<file path="src/rtl/id_stage_core_if.sv">
// -----------------------------------------------------------------------------
// id_stage_core_if
// Signal bundle between the surrounding pipeline (IF/ID, MEM, WB) and the
// instruction-decode datapath id_stage_core.
//
// Signals (direction as seen by the decode stage, i.e. the slave modport):
//   RegWrite        in   register-file write enable from WB control
//   instruction     in   IF/ID instruction word
//   write_reg       in   write-back destination register index
//   write_data_reg  in   write-back data
//   fw_rs / fw_rt   in   select alu_result_mem instead of the rs / rt read data
//   pcPlus4         in   PC+4 of the instruction in ID
//   alu_result_mem  in   MEM-stage ALU result (forwarding source)
//   inst_extended   out  sign-extended instruction[15:0]
//   read_data1_reg  out  rs operand after forwarding
//   read_data2_reg  out  rt operand after forwarding
//   branch_adder_id out  branch target
//   zero            out  1 when both forwarded operands are equal
//
// Handshake: none. Every signal is a plain level that is valid every cycle;
// the decode outputs follow their inputs combinationally, and only the
// register-file write is committed on the rising clock edge.
// -----------------------------------------------------------------------------
interface id_stage_core_if #(
    parameter int DATA_WIDTH = 32
);
    logic                  RegWrite;
    logic [31:0]           instruction;
    logic [4:0]            write_reg;
    logic [DATA_WIDTH-1:0] write_data_reg;
    logic                  fw_rs;
    logic                  fw_rt;
    logic [DATA_WIDTH-1:0] pcPlus4;
    logic [DATA_WIDTH-1:0] alu_result_mem;
    logic [DATA_WIDTH-1:0] inst_extended;
    logic [DATA_WIDTH-1:0] read_data1_reg;
    logic [DATA_WIDTH-1:0] read_data2_reg;
    logic [DATA_WIDTH-1:0] branch_adder_id;
    logic                  zero;

    // Pipeline side: drives the decode inputs, observes its results.
    modport master (
        output RegWrite, instruction, write_reg, write_data_reg,
               fw_rs, fw_rt, pcPlus4, alu_result_mem,
        input  inst_extended, read_data1_reg, read_data2_reg,
               branch_adder_id, zero
    );

    // Decode stage side.
    modport slave (
        input  RegWrite, instruction, write_reg, write_data_reg,
               fw_rs, fw_rt, pcPlus4, alu_result_mem,
        output inst_extended, read_data1_reg, read_data2_reg,
               branch_adder_id, zero
    );
endinterface

</file>
<file path="src/rtl/id_stage_core.sv">
// -----------------------------------------------------------------------------
// id_stage_core
// Instruction-decode stage datapath of a 5-stage MIPS pipeline: 32x32 register
// file, 16->32 sign extension, branch-target adder, rs/rt forwarding muxes fed
// from the MEM-stage ALU result, and the equality comparator used for early
// branch resolution.
//
// Ports:
//   clk  in  rising-edge clock; the register file is the only state
//   rst  in  synchronous active-high reset, clears all 32 registers and wins
//            over a write presented on the same edge
//   bus  id_stage_core_if.slave, see the interface file for the signal list
//
// Optional feature (macro ID_WRITE_BYPASS_EN):
//   defined   - a write presented this cycle (RegWrite=1, rst=0, non-zero
//               index) is returned combinationally on a matching rs/rt read;
//               fw_rs/fw_rt still override it.
//   undefined - reads show the stored register contents only.
//
// All outputs are combinational; there are no output registers.
// -----------------------------------------------------------------------------
module id_stage_core #(
    parameter int DATA_WIDTH = 32,
    parameter int NUM_REGS   = 32
) (
    input logic           clk,
    input logic           rst,
    id_stage_core_if.slave bus
);
    logic [DATA_WIDTH-1:0] regs [NUM_REGS];

    logic [4:0]            rs;
    logic [4:0]            rt;
    logic [DATA_WIDTH-1:0] stored1;
    logic [DATA_WIDTH-1:0] stored2;
    logic [DATA_WIDTH-1:0] rf_data1;
    logic [DATA_WIDTH-1:0] rf_data2;
    logic [DATA_WIDTH-1:0] ext;
    logic [DATA_WIDTH-1:0] ext_shifted;

    assign rs = bus.instruction[25:21];
    assign rt = bus.instruction[20:16];

    // Opcode bits are decoded by the control unit, not here.
    logic unused_opcode;
    assign unused_opcode = &{1'b0, bus.instruction[31:26]};

    // Register file. Index 0 is never written, so it only ever holds the
    // reset value; reads of index 0 are forced to zero regardless.
    always_ff @(posedge clk) begin
        if (rst) begin
            for (int i = 0; i < NUM_REGS; i++) begin
                regs[i] <= '0;
            end
        end else if (bus.RegWrite && (bus.write_reg != 5'd0)) begin
            regs[bus.write_reg] <= bus.write_data_reg;
        end
    end

    assign stored1 = (rs == 5'd0) ? '0 : regs[rs];
    assign stored2 = (rt == 5'd0) ? '0 : regs[rt];

`ifdef ID_WRITE_BYPASS_EN
    // Write-through: a write committing at the next edge is already visible.
    logic bypass_live;
    assign bypass_live = bus.RegWrite && !rst && (bus.write_reg != 5'd0);
    assign rf_data1 = (bypass_live && (bus.write_reg == rs)) ? bus.write_data_reg : stored1;
    assign rf_data2 = (bypass_live && (bus.write_reg == rt)) ? bus.write_data_reg : stored2;
`else
    assign rf_data1 = stored1;
    assign rf_data2 = stored2;
`endif

    // MEM-stage forwarding sits after the register file (and after the
    // optional write-through), so it always has the final say.
    assign bus.read_data1_reg = bus.fw_rs ? bus.alu_result_mem : rf_data1;
    assign bus.read_data2_reg = bus.fw_rt ? bus.alu_result_mem : rf_data2;

    // Early branch resolution compares the post-forwarding operands.
    assign bus.zero = (bus.read_data1_reg == bus.read_data2_reg);

    assign ext               = {{16{bus.instruction[15]}}, bus.instruction[15:0]};
    assign bus.inst_extended = ext;

    // Word offset: the two top sign copies fall off, two zero LSBs come in.
    // Carry-out of the add is dropped, so targets wrap modulo 2^32.
    assign ext_shifted         = {ext[DATA_WIDTH-3:0], 2'b00};
    assign bus.branch_adder_id = bus.pcPlus4 + ext_shifted;

endmodule

</file>
<file path="src/flat_wrapper.sv">
// flat-port wrapper written by rule: the top's interface ports become plain ports
module id_stage_core_flat 
#(
    parameter int DATA_WIDTH = 32,
    parameter int NUM_REGS   = 32
)
  (clk, rst, bus_RegWrite, bus_instruction, bus_write_reg, bus_write_data_reg, bus_fw_rs, bus_fw_rt, bus_pcPlus4, bus_alu_result_mem, bus_inst_extended, bus_read_data1_reg, bus_read_data2_reg, bus_branch_adder_id, bus_zero);
  id_stage_core_if #(.DATA_WIDTH(DATA_WIDTH)) bus_i ();
  input logic clk;
  input logic rst;
  input wire logic [$bits(bus_i.RegWrite)-1:0] bus_RegWrite;
  input wire logic [$bits(bus_i.instruction)-1:0] bus_instruction;
  input wire logic [$bits(bus_i.write_reg)-1:0] bus_write_reg;
  input wire logic [$bits(bus_i.write_data_reg)-1:0] bus_write_data_reg;
  input wire logic [$bits(bus_i.fw_rs)-1:0] bus_fw_rs;
  input wire logic [$bits(bus_i.fw_rt)-1:0] bus_fw_rt;
  input wire logic [$bits(bus_i.pcPlus4)-1:0] bus_pcPlus4;
  input wire logic [$bits(bus_i.alu_result_mem)-1:0] bus_alu_result_mem;
  output wire logic [$bits(bus_i.inst_extended)-1:0] bus_inst_extended;
  output wire logic [$bits(bus_i.read_data1_reg)-1:0] bus_read_data1_reg;
  output wire logic [$bits(bus_i.read_data2_reg)-1:0] bus_read_data2_reg;
  output wire logic [$bits(bus_i.branch_adder_id)-1:0] bus_branch_adder_id;
  output wire logic [$bits(bus_i.zero)-1:0] bus_zero;
  assign bus_i.RegWrite = bus_RegWrite;
  assign bus_i.instruction = bus_instruction;
  assign bus_i.write_reg = bus_write_reg;
  assign bus_i.write_data_reg = bus_write_data_reg;
  assign bus_i.fw_rs = bus_fw_rs;
  assign bus_i.fw_rt = bus_fw_rt;
  assign bus_i.pcPlus4 = bus_pcPlus4;
  assign bus_i.alu_result_mem = bus_alu_result_mem;
  assign bus_inst_extended = bus_i.inst_extended;
  assign bus_read_data1_reg = bus_i.read_data1_reg;
  assign bus_read_data2_reg = bus_i.read_data2_reg;
  assign bus_branch_adder_id = bus_i.branch_adder_id;
  assign bus_zero = bus_i.zero;
  id_stage_core #(.DATA_WIDTH(DATA_WIDTH), .NUM_REGS(NUM_REGS)) u_core (.clk(clk), .rst(rst), .bus(bus_i));
endmodule
</file>
<file path="config.mk">
export PLATFORM = sky130hd
export DESIGN_NAME = id_stage_core_flat
export DESIGN_NICKNAME = d
export VERILOG_FILES = /design/src/rtl/id_stage_core_if.sv /design/src/rtl/id_stage_core.sv /design/src/flat_wrapper.sv
export SDC_FILE = /design/constraint.sdc
export NUM_CORES = 2
export LEC_CHECK = 0
export CAP_MARGIN = 20
export CORE_MARGIN = 4
export CORE_UTILIZATION = 34
export CTS_CLUSTER_SIZE = 30
export DETAILED_ROUTE_END_ITERATION = 16
export SYNTH_ARGS = -nofsm -noshare
export SYNTH_HDL_FRONTEND = slang
export SYNTH_SLANG_ARGS = --single-unit
</file>
<file path="constraint.sdc">
create_clock -name clk -period 5.4 [get_ports clk]
set_clock_uncertainty 0.1 [all_clocks]
set_input_delay 1.08 -clock clk [delete_from_list [all_inputs] [get_ports clk]]
set_output_delay 1.08 -clock clk [all_outputs]
set_load 0.1 [all_outputs]
</file>
==> flow_summary.toml <==
[drt]
viasPerCell = 5.87
wl_per_cell_um = 32.0
ant_nets = 0
vias = 40600
initialDrtViolationCount = 5512
drc_errors = 0
drtPass1Iterations = 6
wl_um = 222000

[global_route]
antenna_found_initial = 20
grt_max_degree = 51
grt_pass1_vias = 40400
grt_overflow = 0
grt_pass1_wl_um = 307000
grt_usage_pct = 24.6

[critical_path]
cp.arrival_ns = 5.05
timing.critical_path.max_delay_family = "simple AND/OR/NAND/NOR gates"
cp.required_ns = 4.22
crit_fanout = 8
crit_chain = "buf_16 > buf_12 > buf_4 > mux4_1 > mux2i_2 > o22ai_1 > a221o_1 > or3_1 > a21o_1 > nand4bb_4 > or4b_4 > nor4_4 > buf_4 > buf_12"
end_kind = "primary output"
critPathSlowestCell = "or4b_4"
path_buf_inv = 5
critPathMaxStageDelay_ns = 0.62
critPathKind = "in2out"
start_kind = "input pin"

[floorplanning]
chipHeight_um = 420
start_util_pct = 34.3
rows = 150
die_x_um = 420
core_um2 = 168000
ios = 267
die-area_um2 = 176000

[cts]
cts_max_level = 3
cts_buffers = 105
cts_tree = "done"
cts_root_buf = "clkbuf_16"
clk_path_buf_depth = 3
clock-sinks = 1024
hold_buffers = 0
clkTransAtPathRegs_ns = 0.06

[power]
power_w = 0.0216
ir_drop_uv = 234
power_density_nw_per_um2 = 302
p_leak_nw = 26.1

[yosys]
synth_edf_count = 1024
yosysMostFrequentCell = "edfxtp_1"
avgSynthCellArea_um2 = 14.2
synth_common_cells = "edfxtp_1, and2_1, mux4_2"
synth_warnings = 0
ys.flop_type = "edfxtp_1"
synthCells = 4066
syn-cell-area_um2 = 57600
async_reset_ff_share_pct = 0
ys_types = 76
ys_ff_latch = 1024
yosysSeqAreaShare_pct = 53.4
yosysTopAreaCell = "edfxtp_1"
synth_top_cell_area_share_pct = 53.4
synth_area_leaders = "edfxtp_1, mux4_2, and2_1, mux2i_1, clkbuf_1"

[timing]
fin_crit_sh_pct = 115
worst_pin_slew_ns = 1.14
fin_ws_ns = -0.828
fmax_ghz = 0.161
maxSlewHeadroom_pct = 23.5
rsz0062_at_grt = "true"
hold_viol = 0
finalSetupViolations = 1
layout_min_cycle_time_ns = 6.23
maxSlewViolCount = 0

[worst_hold_path]
hold_class = "in2reg"

[placed_design]
pre_cts_ws_ns = -1.21
io_buffers = 256
place_hpwl_um = 143000
place_congestion = 0.941

[run_status]
failed_checks = "setup timing"
run_status = "finished with violations"

[finish]
largest_reg_flops = 1024
drive_gt1_share_pct = 30.9
top_regs = "u_core.regs (1024)"
area_growth_pct = 24.5
top_register = "u_core.regs"
nets = 4779

[flow_run]
drv_cap = 0
[through the flow]
| stage | std cells | util, % | cell area (um2) | hold slack [ns] | TNS [ns] |
|---|---|---|---|---|---|
| after global routing | 6914 | 42.7 | 71700 | 0.639 | -0.924 |
| after detailed placement | 6656 | 39.9 | 66900 | 1.39 | -1.40 |
| after CTS | 6871 | 42.3 | 70900 | 0.619 | -0.636 |
| after global placement | 6655 | 39.9 | 66900 | 1.39 | -1.34 |
| after floorplan | 4097 | - | 58000 | 1.18 | -1.32 |
| final | 6921 | 42.7 | 71700 | 0.670 | -0.828 |
[worst paths after layout]
path	startpoint	end	slack, ns	cells past startpoint
min	rst	u_core.regs[0][13]	0.67	1
max	bus_instruction[16]	bus_zero	-0.83	14
[timing repair]
action                     in CTS  in global routing
resized for setup              49                 59
pin swaps                      15                 25
hold endpoints to repair        0                  0
setup buffers                  18                 15
setup endpoints to repair       3                  5
cloned                          4                  1
[per-layer routing]
metal	GRT usage (%)	wire, um	share of wire [%]
met5	0	0	0
met4	15.7	16300	7.4
met3	4.79	22200	10
met2	39.2	103000	46
met1	30.8	80600	36
[cells by family (layout without fill, tap and decap cells)]
kind of cell	Yosys count	in the layout	synth area share [%]
and+or+nand+nor	1397	1397	14.3
DFF	1024	1024	53.4
muxes	705	705	22.1
buffers and inverters	443	1045	3.81
AOI/OAI and AO/OA	419	419	5.00
xor gates and xnor gates	47	47	0.715
adders and majority gates	30	30	0.665
other	1	50	0.00651
[layout make-up]
class	instances	area (um2)
antenna	18	45.0
clock buffer	120	2710
clock inverter	75	749
fill	15100	96100
inverter	18	70.1
multi-input combinational	2630	25500
sequential	1024	30700
tap	2204	2760
timing repair buffer	832	9130
[cells in the final DEF (no fill, tap or decap), drive strengths merged, types with 18 or more instances in the layout]
master	netlist	final
clkinv	3	52
conb	1	32
o221ai	63	63
nand2	121	121
clkbuf	262	123
o21ai	73	73
and2	1000	1000
mux2	20	20
ha	29	29
nand3	35	35
mux2i	241	241
buf	163	692
mux4	444	444
o22ai	45	45
clkdlybuf4s50	0	130
or2	38	38
xnor2	34	34
nor2	78	78
diode	0	18
or3	21	21
edfxtp	1024	1024
a221o	18	18
nor3	33	33
inv	15	21
a21oi	91	91
[where the power goes]
| part | total [W] | switching, W | internal, W |
|---|---|---|---|
| clock network | 0.00750 | 0.00328 | 0.00422 |
| logic | 0.00471 | 0.00282 | 0.00189 |
| registers | 0.00941 | 0.000225 | 0.00918 |
No activity file was read; power rests on OpenSTA's default activity.
